$ cat config.mk
export PLATFORM = sky130hd
export DESIGN_NAME = readout_sequencer
export DESIGN_NICKNAME = d
export VERILOG_FILES = /design/src/rtl/readout_sequencer.sv
export SDC_FILE = /design/constraint.sdc
export NUM_CORES = 1
export LEC_CHECK = 0
export ABC_AREA = 1
export CORE_ASPECT_RATIO = 0.75
export CORE_UTILIZATION = 30
export CTS_BUF_LIST = sky130_fd_sc_hd__clkbuf_16
export DETAILED_ROUTE_END_ITERATION = 6
export PLACE_DENSITY = 0.61
export SYNTH_ARGS = -nofsm -noshare
export SYNTH_HDL_FRONTEND = slang
export SYNTH_SLANG_ARGS = --single-unit
$ cat constraint.sdc
create_clock -name clk -period 2.15 [get_ports clk]
set_clock_uncertainty 0.05 [all_clocks]
set_input_delay 0.215 -clock clk [delete_from_list [all_inputs] [get_ports clk]]
set_output_delay 0.215 -clock clk [all_outputs]
set_load 0.05 [all_outputs]
$ cat src/rtl/readout_sequencer.sv
// ---------------------------------------------------------------------------
// readout_sequencer
//
// Frame readout controller for the pixel array. A frame begins on `start` and
// visits every pixel in row-major order. For each pixel the sequencer lets the
// row and column lines settle, then requests one ADC conversion over a
// sample_req/sample_ack handshake. It drives the control inputs of two one-hot
// selector stages: a row selector of length ROWS and a column selector of
// length COLS.
//
// Parameters:
//   ROWS          number of rows    (>= 2, equals the row selector length)
//   COLS          number of columns (>= 2, equals the column selector length)
//   SETTLE_CYCLES settle wait after a row or column change (>= 1)
//
// Ports:
//   clk          system clock, rising edge
//   reset        synchronous, active-low reset
//   start        begin a frame; only looked at in IDLE
//   sample_ack   ADC conversion done; only looked at while sample_req = 1
//   busy         high in every state except IDLE
//   done         one-cycle pulse when the frame completes
//   row_advance  row selector inputEnable  (shift to next row)
//   row_enable   row selector outputEnable
//   row_restart  row selector reset        (active-high pulse)
//   col_advance  column selector inputEnable
//   col_enable   column selector outputEnable
//   col_restart  column selector reset     (active-high pulse)
//   sample_req   conversion request to the ADC
//   row_idx      current row number, binary
//   col_idx      current column number, binary
//
// Every output is a flop. The output flops are loaded with the decode of the
// next state, so each output equals the decode of the state it belongs to and
// no input ever reaches an output combinationally.
// ---------------------------------------------------------------------------
module readout_sequencer #(
  parameter int unsigned ROWS          = 4,
  parameter int unsigned COLS          = 4,
  parameter int unsigned SETTLE_CYCLES = 2
) (
  input  logic                      clk,
  input  logic                      reset,
  input  logic                      start,
  input  logic                      sample_ack,
  output logic                      busy,
  output logic                      done,
  output logic                      row_advance,
  output logic                      row_enable,
  output logic                      row_restart,
  output logic                      col_advance,
  output logic                      col_enable,
  output logic                      col_restart,
  output logic                      sample_req,
  output logic [$clog2(ROWS)-1:0]   row_idx,
  output logic [$clog2(COLS)-1:0]   col_idx
);

  localparam int unsigned RW    = $clog2(ROWS);
  localparam int unsigned CW    = $clog2(COLS);
  localparam int unsigned CNT_W = $clog2(SETTLE_CYCLES + 1);

  // Terminal values are compared explicitly so the indices never wrap.
  localparam logic [RW-1:0]    ROW_LAST    = RW'(ROWS - 1);
  localparam logic [CW-1:0]    COL_LAST    = CW'(COLS - 1);
  localparam logic [CNT_W-1:0] SETTLE_LAST = CNT_W'(SETTLE_CYCLES - 1);

  typedef enum logic [2:0] {
    ST_IDLE,
    ST_RESTART,
    ST_ROW_SETTLE,
    ST_COL_SETTLE,
    ST_SAMPLE,
    ST_NEXT_COL,
    ST_NEXT_ROW,
    ST_DONE
  } state_e;

  typedef struct packed {
    logic busy;
    logic done;
    logic row_advance;
    logic row_enable;
    logic row_restart;
    logic col_advance;
    logic col_enable;
    logic col_restart;
    logic sample_req;
  } outs_t;

  state_e           state_q,  state_d;
  logic [CNT_W-1:0] settle_q, settle_d;
  logic [RW-1:0]    row_q,    row_d;
  logic [CW-1:0]    col_q,    col_d;
  outs_t            outs_q,   outs_d;

  // Moore output decode: each state owns a fixed set of asserted controls,
  // everything else is 0.
  function automatic outs_t decode(input state_e s);
    outs_t o;
    o      = '0;
    o.busy = (s != ST_IDLE);
    case (s)
      ST_RESTART: begin
        o.row_restart = 1'b1;
        o.col_restart = 1'b1;
      end
      ST_ROW_SETTLE: begin
        o.row_enable = 1'b1;
      end
      ST_COL_SETTLE: begin
        o.row_enable = 1'b1;
        o.col_enable = 1'b1;
      end
      ST_SAMPLE: begin
        o.row_enable = 1'b1;
        o.col_enable = 1'b1;
        o.sample_req = 1'b1;
      end
      ST_NEXT_COL: begin
        o.row_enable  = 1'b1;
        o.col_advance = 1'b1;
      end
      ST_NEXT_ROW: begin
        o.row_advance = 1'b1;
        o.col_restart = 1'b1;
      end
      ST_DONE: begin
        o.done = 1'b1;
      end
      default: ;
    endcase
    return o;
  endfunction

  always_comb begin
    // NOTE: every variable gets a default before the case so no path leaves
    // it unassigned; otherwise synthesis would infer a latch to hold it.
    state_d  = state_q;
    settle_d = settle_q;
    row_d    = row_q;
    col_d    = col_q;

    case (state_q)
      ST_IDLE: begin
        if (start) state_d = ST_RESTART;
      end

      ST_RESTART: begin
        row_d    = '0;
        col_d    = '0;
        settle_d = '0;
        state_d  = ST_ROW_SETTLE;
      end

      // The settle counter starts at 0 on entry and the state is left in the
      // cycle the counter reads SETTLE_CYCLES-1, giving SETTLE_CYCLES cycles.
      ST_ROW_SETTLE: begin
        if (settle_q == SETTLE_LAST) begin
          settle_d = '0;
          state_d  = ST_COL_SETTLE;
        end else begin
          settle_d = settle_q + CNT_W'(1);
        end
      end

      ST_COL_SETTLE: begin
        if (settle_q == SETTLE_LAST) begin
          settle_d = '0;
          state_d  = ST_SAMPLE;
        end else begin
          settle_d = settle_q + CNT_W'(1);
        end
      end

      // An ack in the very first SAMPLE cycle completes the transfer, so a
      // pixel can be converted with zero wait states.
      ST_SAMPLE: begin
        if (sample_ack) begin
          if (col_q < COL_LAST)      state_d = ST_NEXT_COL;
          else if (row_q < ROW_LAST) state_d = ST_NEXT_ROW;
          else                       state_d = ST_DONE;
        end
      end

      ST_NEXT_COL: begin
        col_d    = col_q + CW'(1);
        settle_d = '0;
        state_d  = ST_COL_SETTLE;
      end

      ST_NEXT_ROW: begin
        row_d    = row_q + RW'(1);
        col_d    = '0;
        settle_d = '0;
        state_d  = ST_ROW_SETTLE;
      end

      // Indices keep their last values until the next RESTART.
      ST_DONE: begin
        state_d = ST_IDLE;
      end

      default: begin
        state_d = ST_IDLE;
      end
    endcase

    outs_d = decode(state_d);
  end

  always_ff @(posedge clk) begin
    // NOTE: sequential state uses non-blocking assignments so every flop
    // samples values from before the edge, independent of statement order.
    if (!reset) begin
      state_q  <= ST_IDLE;
      settle_q <= '0;
      row_q    <= '0;
      col_q    <= '0;
      outs_q   <= '0;
    end else begin
      state_q  <= state_d;
      settle_q <= settle_d;
      row_q    <= row_d;
      col_q    <= col_d;
      outs_q   <= outs_d;
    end
  end

  assign busy        = outs_q.busy;
  assign done        = outs_q.done;
  assign row_advance = outs_q.row_advance;
  assign row_enable  = outs_q.row_enable;
  assign row_restart = outs_q.row_restart;
  assign col_advance = outs_q.col_advance;
  assign col_enable  = outs_q.col_enable;
  assign col_restart = outs_q.col_restart;
  assign sample_req  = outs_q.sample_req;
  assign row_idx     = row_q;
  assign col_idx     = col_q;

endmodule

==> reports/metrics.csv, run 1 <==
stage,metric,value,unit
floorplanning,start_util,33.1,%
cts,cts_resized,0,
cts,hold_buffers,0,
routing,drtIter0Drc,11,
sta,setup_ws,0.440,ns
layout,area_growth,34.4,%
yosys,ys_ff_latch,18,
yosys,yosysWarningCount,0,
floorplanning,ios,17,
critical_path,worstPathArrival,1.44,ns
cts,h-tree-depth,1,
placed_design,hpwlAfterDp,1290,µm
critical_path,path_delay_family,buffers and inverters,
routing,dr.pass1.iters,4,
global_routing,antenna_found_initial,0,
sta,hold_viol,0,
critical_path,endpoint_kind,output pin,
layout,drive_gt1_share,13.2,%
critical_path,required,1.88,ns
yosys,yosysTopAreaCellShare,45.3,%
global_routing,grt_start_max_net_pins,11,
layout,final_nets,136,
sta,worst_slew_pin_slew,0.513,ns
pwr,ir_worst_vdd,0.553,mV
job,drv_cap,0,
cts,clk_latency,0.24,ns
yosys,yosys.area.top_type,dfxtp_1,
global_routing,grt-ovfl-total,0,
routing,routed.top_layer,met4,
floorplanning,die_area,0.00286,mm²
sta,setup_viol_count_final,0,
routing,met3_length,74,µm
critical_path,path_max_fanout,4,
sta,drv_slew,0,
routing,drt_wl_total,1650,µm
routing,m1WireLength,865,µm
routing,postRouteAntennaNets,0,
cts,post_cts_buffers,0,
layout,final_common_cell,nand2_1,
cts,cts_tree,built,
layout,n_antenna_cell,0,
global_routing,grt_usage,13.7,%
yosys,netlist_area,796,µm²
yosys,yosysSeqAreaShare,45.3,%
sta,slew_headroom,65.7,%
layout,post-route-util,44.5,%
placed_design,dp.cells,159,
sta,layout_min_cycle_time,1.71,ns
critical_path,max_stage_delay,0.82,ns
routing,wire_per_inst,10.1,µm
yosys,syn-num-nets,116,
cts,cts.sinks,18,
placed_design,gp_congestion,0.828,
sta,timing.final.crit_share,79.5,%
placed_design,io_buffers,16,
floorplanning,core_area,0.00240,mm²
status,outcome,"complete, no violations",
critical_path,path_class,reg -> out,
critical_path,path_cells,clkdlybuf4s50_1,
placed_design,pre_cts_ws,0.683,ns
yosys,synth_cells,110,
yosys,synth.distinct_cells,20,
floorplanning,die_w,61.5,µm
layout,final_cell_mix,"25 x nand2_1, 18 x dfxtp_1, 16 x nor2_1, 16 x clkdlybuf4s50_1, 13 x inv_1",
cts,numCtsBuffers,3,
worst_hold_path,hold_path_class,reg -> reg,
global_routing,grt_pass1_vias,621,
cts,root_buffer,clkbuf_16,
critical_path,start_kind,register,
yosys,avgSynthCellArea,7.23,µm²
cts,cts.path.max_buffers,2,
critical_path,worst-path-buf-inv,1,
yosys,synth_area_leaders,"dfxtp_1 45%, nand2_1 12%, nor2_1 7.5%, inv_1 6.1%, nand3_1 4.4%",
pwr,pwr_density_cell,1240,mW/mm²
floorplanning,fp.dieH,46.6,µm
sta,tns,0,ns
sta,grt_setup_unrepaired,false,
floorplanning,num_rows,15,
routing,vias,706,
routing,drt-vias-per-instance,4.33,
global_routing,grt_pass1_wl,2710,µm
routing,drc,0,
critical_path,cp_slowest_cell,clkdlybuf4s50_1,
layout,fin_cells,163,
sta,timing.fmax,0.585,GHz
pwr,total_leakage_power,0.000510,µW
routing,wl_met2,687,µm
cts,path_clk_slew,0.05,ns
per-layer routing:
| layer | global-route usage [%] | vias to the layer above |
|---|---|---|
| met1 | 18.5 | 308 |
| met5 | 0 | - |
| met4 | 4.00 | 0 |
| met2 | 19.8 | 17 |
| met3 | 5.90 | 2 |
| li1 | - | 379 |
sequential cells by signal, summed over array words and instances (netlist names), 2 cells and up:
| name | flops |
|---|---|
| col_idx | 2 |
| row_idx | 2 |
| settle_q | 2 |
| state_q | 3 |
worst paths after layout:
kind                       startpoint                        to  slack [ns]  depth (start not counted)
max           row_idx[0]$_SDFFE_PN0P_                row_idx[0]        0.44                          1
min reg2reg  settle_q[1]$_SDFFE_PN0P_  settle_q[1]$_SDFFE_PN0P_        0.41                          2
min          settle_q[1]$_SDFFE_PN0P_  settle_q[1]$_SDFFE_PN0P_        0.41                          2
max reg2reg     state_q[1]$_SDFF_PN0_           busy$_SDFF_PN0_        0.76                          7
cells in the mapped netlist:
library cell,instances
o21ai_0,3
o21ai_2,1
nor2_2,1
ha_1,2
nor3_1,1
dfxtp_1,18
nand3_2,3
clkinv_2,1
nand2_1,25
nand2_2,3
nand4_1,1
xnor2_1,1
nand3_1,7
inv_1,13
buf_4,1
nor2_1,16
o21ai_1,2
or2_2,1
inv_2,4
a21oi_1,6
area by class of cell:
class,instances,area [µm²]
Inverter,18,68.8
Fill cell,255,1330
Clock buffer,3,75.1
Clock inverter,1,3.75
Tap cell,34,42.5
Timing Repair Buffer,16,160
Sequential cell,18,360
Multi-Input combinational cell,73,359
kinds of logic after synthesis:
logic type / share of synthesized area (%)
and+or+nand+nor: 32.9
adders and majority gates: 3.14
xor gates and xnor gates: 1.10
AOI/OAI and AO/OA: 8.02
DFF: 45.3
buffers and inverters: 9.59
power by group:
| part | internal, µW | leakage (µW) | switching, µW | total, µW |
|---|---|---|---|---|
| combinational | 167 | 0.000324 | 343 | 510 |
| clock | 247 | 0.0000385 | 119 | 366 |
| sequential | 394 | 0.000147 | 52.0 | 446 |
| total | 808 | 0.000510 | 514 | 1320 |
metrics by stage:
stage | hold WS [ns] | area, µm² | power [µW]
global placement | 0.390 | 991 | 949
global route | 0.454 | 1070 | 1400
finish | 0.407 | 1070 | 1320
detailed placement | 0.402 | 991 | 958
floorplan | 0.276 | 796 | 830
CTS | 0.409 | 1070 | 1330
worst reg2reg max path, cell delays in order, from the launching register on:
cell and delay (ns):
dfxtp_1 0.49, clkinv_2 0.16, nand3_2 0.13, inv_2 0.03
nand2_1 0.06, nand3_2 0.12, o21ai_1 0.17, nand2_1 0.07
Power figures use the tool's default switching activity.
==> run 2, diff against run 1 <==
==> constraint.sdc (replaced) <==
create_clock -name clk -period 1.6 [get_ports clk]
set_clock_uncertainty 0.05 [all_clocks]
set_input_delay 0.16 -clock clk [delete_from_list [all_inputs] [get_ports clk]]
set_output_delay 0.16 -clock clk [all_outputs]
set_load 0.05 [all_outputs]
==> run 2 against run 1 <==
Against the previous run: combinational power up 30%; routed wire length grew 2.0%; via count up 2.3%; critical endpoint is now col_enable$_SDFF_PN0_; highest routed layer unchanged.
==> reports/metrics.csv, run 2 (synthesis results as in run 1) <==
stage,metric,value,unit
floorplanning,die_w,61.5,µm
floorplanning,ios,17,
sta,grt_setup_unrepaired,false,
critical_path,worstPathArrival,1.56,ns
floorplanning,fp.dieH,46.6,µm
sta,tns,0,ns
placed_design,hpwlAfterDp,1290,µm
global_routing,grt_pass1_vias,598,
routing,drtIter0Drc,23,
layout,n_antenna_cell,0,
critical_path,cp_common_cell,nand2_1,
status,outcome,"complete, no violations",
sta,timing.final.crit_share,88.0,%
critical_path,max_stage_delay,0.49,ns
floorplanning,die_area,0.00286,mm²
layout,regMostFlops,state_q,
global_routing,grt-ovfl-total,0,
placed_design,gp_congestion,0.828,
layout,final_cell_mix,"25 x nand2_1, 18 x dfxtp_1, 16 x nor2_1",
global_routing,grt_usage,13.6,%
sta,timing.fmax,0.711,GHz
worst_hold_path,holdCritStartpoint,settle_q[1]$_SDFFE_PN0P_,
cts,cts.path.max_buffers,2,
cts,cts_tree,built,
job,drv_cap,0,
sta,slew_headroom,79.7,%
routing,postRouteAntennaNets,0,
layout,final_nets,137,
layout,largest_reg_flops,3,
critical_path,path_class,reg -> reg,
routing,drt-vias-per-instance,4.40,
placed_design,io_buffers,16,
sta,hold_viol,0,
sta,setup_viol_count_final,0,
routing,vias,722,
routing,wire_per_inst,10.2,µm
routing,drt_wl_total,1680,µm
cts,hold_buffers,0,
layout,final_common_cell,nand2_1,
sta,worst_slew_pin_slew,0.303,ns
critical_path,worst-path-buf-inv,2,
cts,path_clk_slew,0.05,ns
pwr,pwr_density_cell,1690,mW/mm²
critical_path,worstSetupStartpoint,state_q[1]$_SDFF_PN0_,
cts,clk_latency,0.25,ns
critical_path,cp_slowest_cell,dfxtp_1,
critical_path,endpoint_kind,register,
sta,layout_min_cycle_time,1.41,ns
critical_path,path_max_fanout,7,
global_routing,grt_start_max_net_pins,11,
layout,post-route-util,43.5,%
global_routing,grt_pass1_wl,2650,µm
cts,cts.sinks,18,
cts,post_cts_buffers,0,
pwr,total_power,1770,µW
critical_path,start_kind,register,
sta,drv_slew,0,
floorplanning,core_area,0.00240,mm²
cts,cts_resized,0,
critical_path,path_cells,"clkinv_2, nand3_2, inv_2, nand2_1, nand3_2, nor2_1, nand2_1, nand2_1",
critical_path,required,1.75,ns
worst_hold_path,hold_path_class,reg -> reg,
cts,numCtsBuffers,3,
routing,dr.pass1.iters,4,
layout,drive_gt1_share,23.8,%
pwr,ir_worst_vdd,0.525,mV
cts,h-tree-depth,1,
layout,area_growth,31.3,%
routing,drc,0,
critical_path,rr_startpoint,state_q[1]$_SDFF_PN0_,
floorplanning,num_rows,15,
floorplanning,start_util,33.1,%
pwr,total_leakage_power,0.000539,µW
cts,root_buffer,clkbuf_16,
global_routing,antenna_found_initial,0,
critical_path,path_delay_family,simple AND/OR/NAND/NOR gates,
==> run 2: cell count changes in the layout (fill, tap and decap cells not counted) <==
cell and delta:
clkdlybuf4s50_1 -13, buf_4 +14
==> run 2: where the power goes <==
part / internal (µW) / switching [µW] / total [µW] / leakage [µW]
logic: 210 / 455 / 665 / 0.000354
registers: 530 / 71.6 / 602 / 0.000147
clock network: 332 / 167 / 499 / 0.0000385
total: 1070 / 694 / 1770 / 0.000539
==> run 2: worst paths after layout <==
path	to	slack (ns)	cells past startpoint
worst min register to register	settle_q[1]$_SDFFE_PN0P_	0.41	2
worst max-delay path	col_enable$_SDFF_PN0_	0.19	8
worst max register to register	col_enable$_SDFF_PN0_	0.19	8
worst min-delay path	settle_q[1]$_SDFFE_PN0P_	0.41	2
==> run 2: area by class of cell <==
type | count | area [µm²]
clock buffers | 3 | 75.1
well taps | 34 | 42.5
multi-input cells | 73 | 359
fillers | 270 | 1360
inverters | 18 | 68.8
flip-flops and latches | 18 | 360
clock inverters | 1 | 3.75
repair buffers | 17 | 135
==> run 2: per-layer routing <==
layer  share of wire (%)  GRT usage (%)
met3                 5.0           5.06
met2                  40           16.3
met5                   0              0
met4                 2.6           8.00
met1                  52           19.8
==> run 2: worst reg2reg max path: cells and delay by family, from the launching register on <==
kind | cells | cell delay [ns]
AND/OR/NAND/NOR | 6 | 0.60
flip-flops | 1 | 0.49
buffers and inverters | 2 | 0.21
==> run 2: per-stage QoR <==
stage,area [µm²],setup slack [ns],cells,hold WS [ns]
6_report,1040,0.193,164,0.412
5_1_grt,1040,0.0264,164,0.451
4_1_cts,1040,0.195,164,0.415
3_5_place_dp,966,0.189,160,0.407
3_3_place_gp,966,0.205,160,0.394
2_1_floorplan,796,0.0719,110,0.221
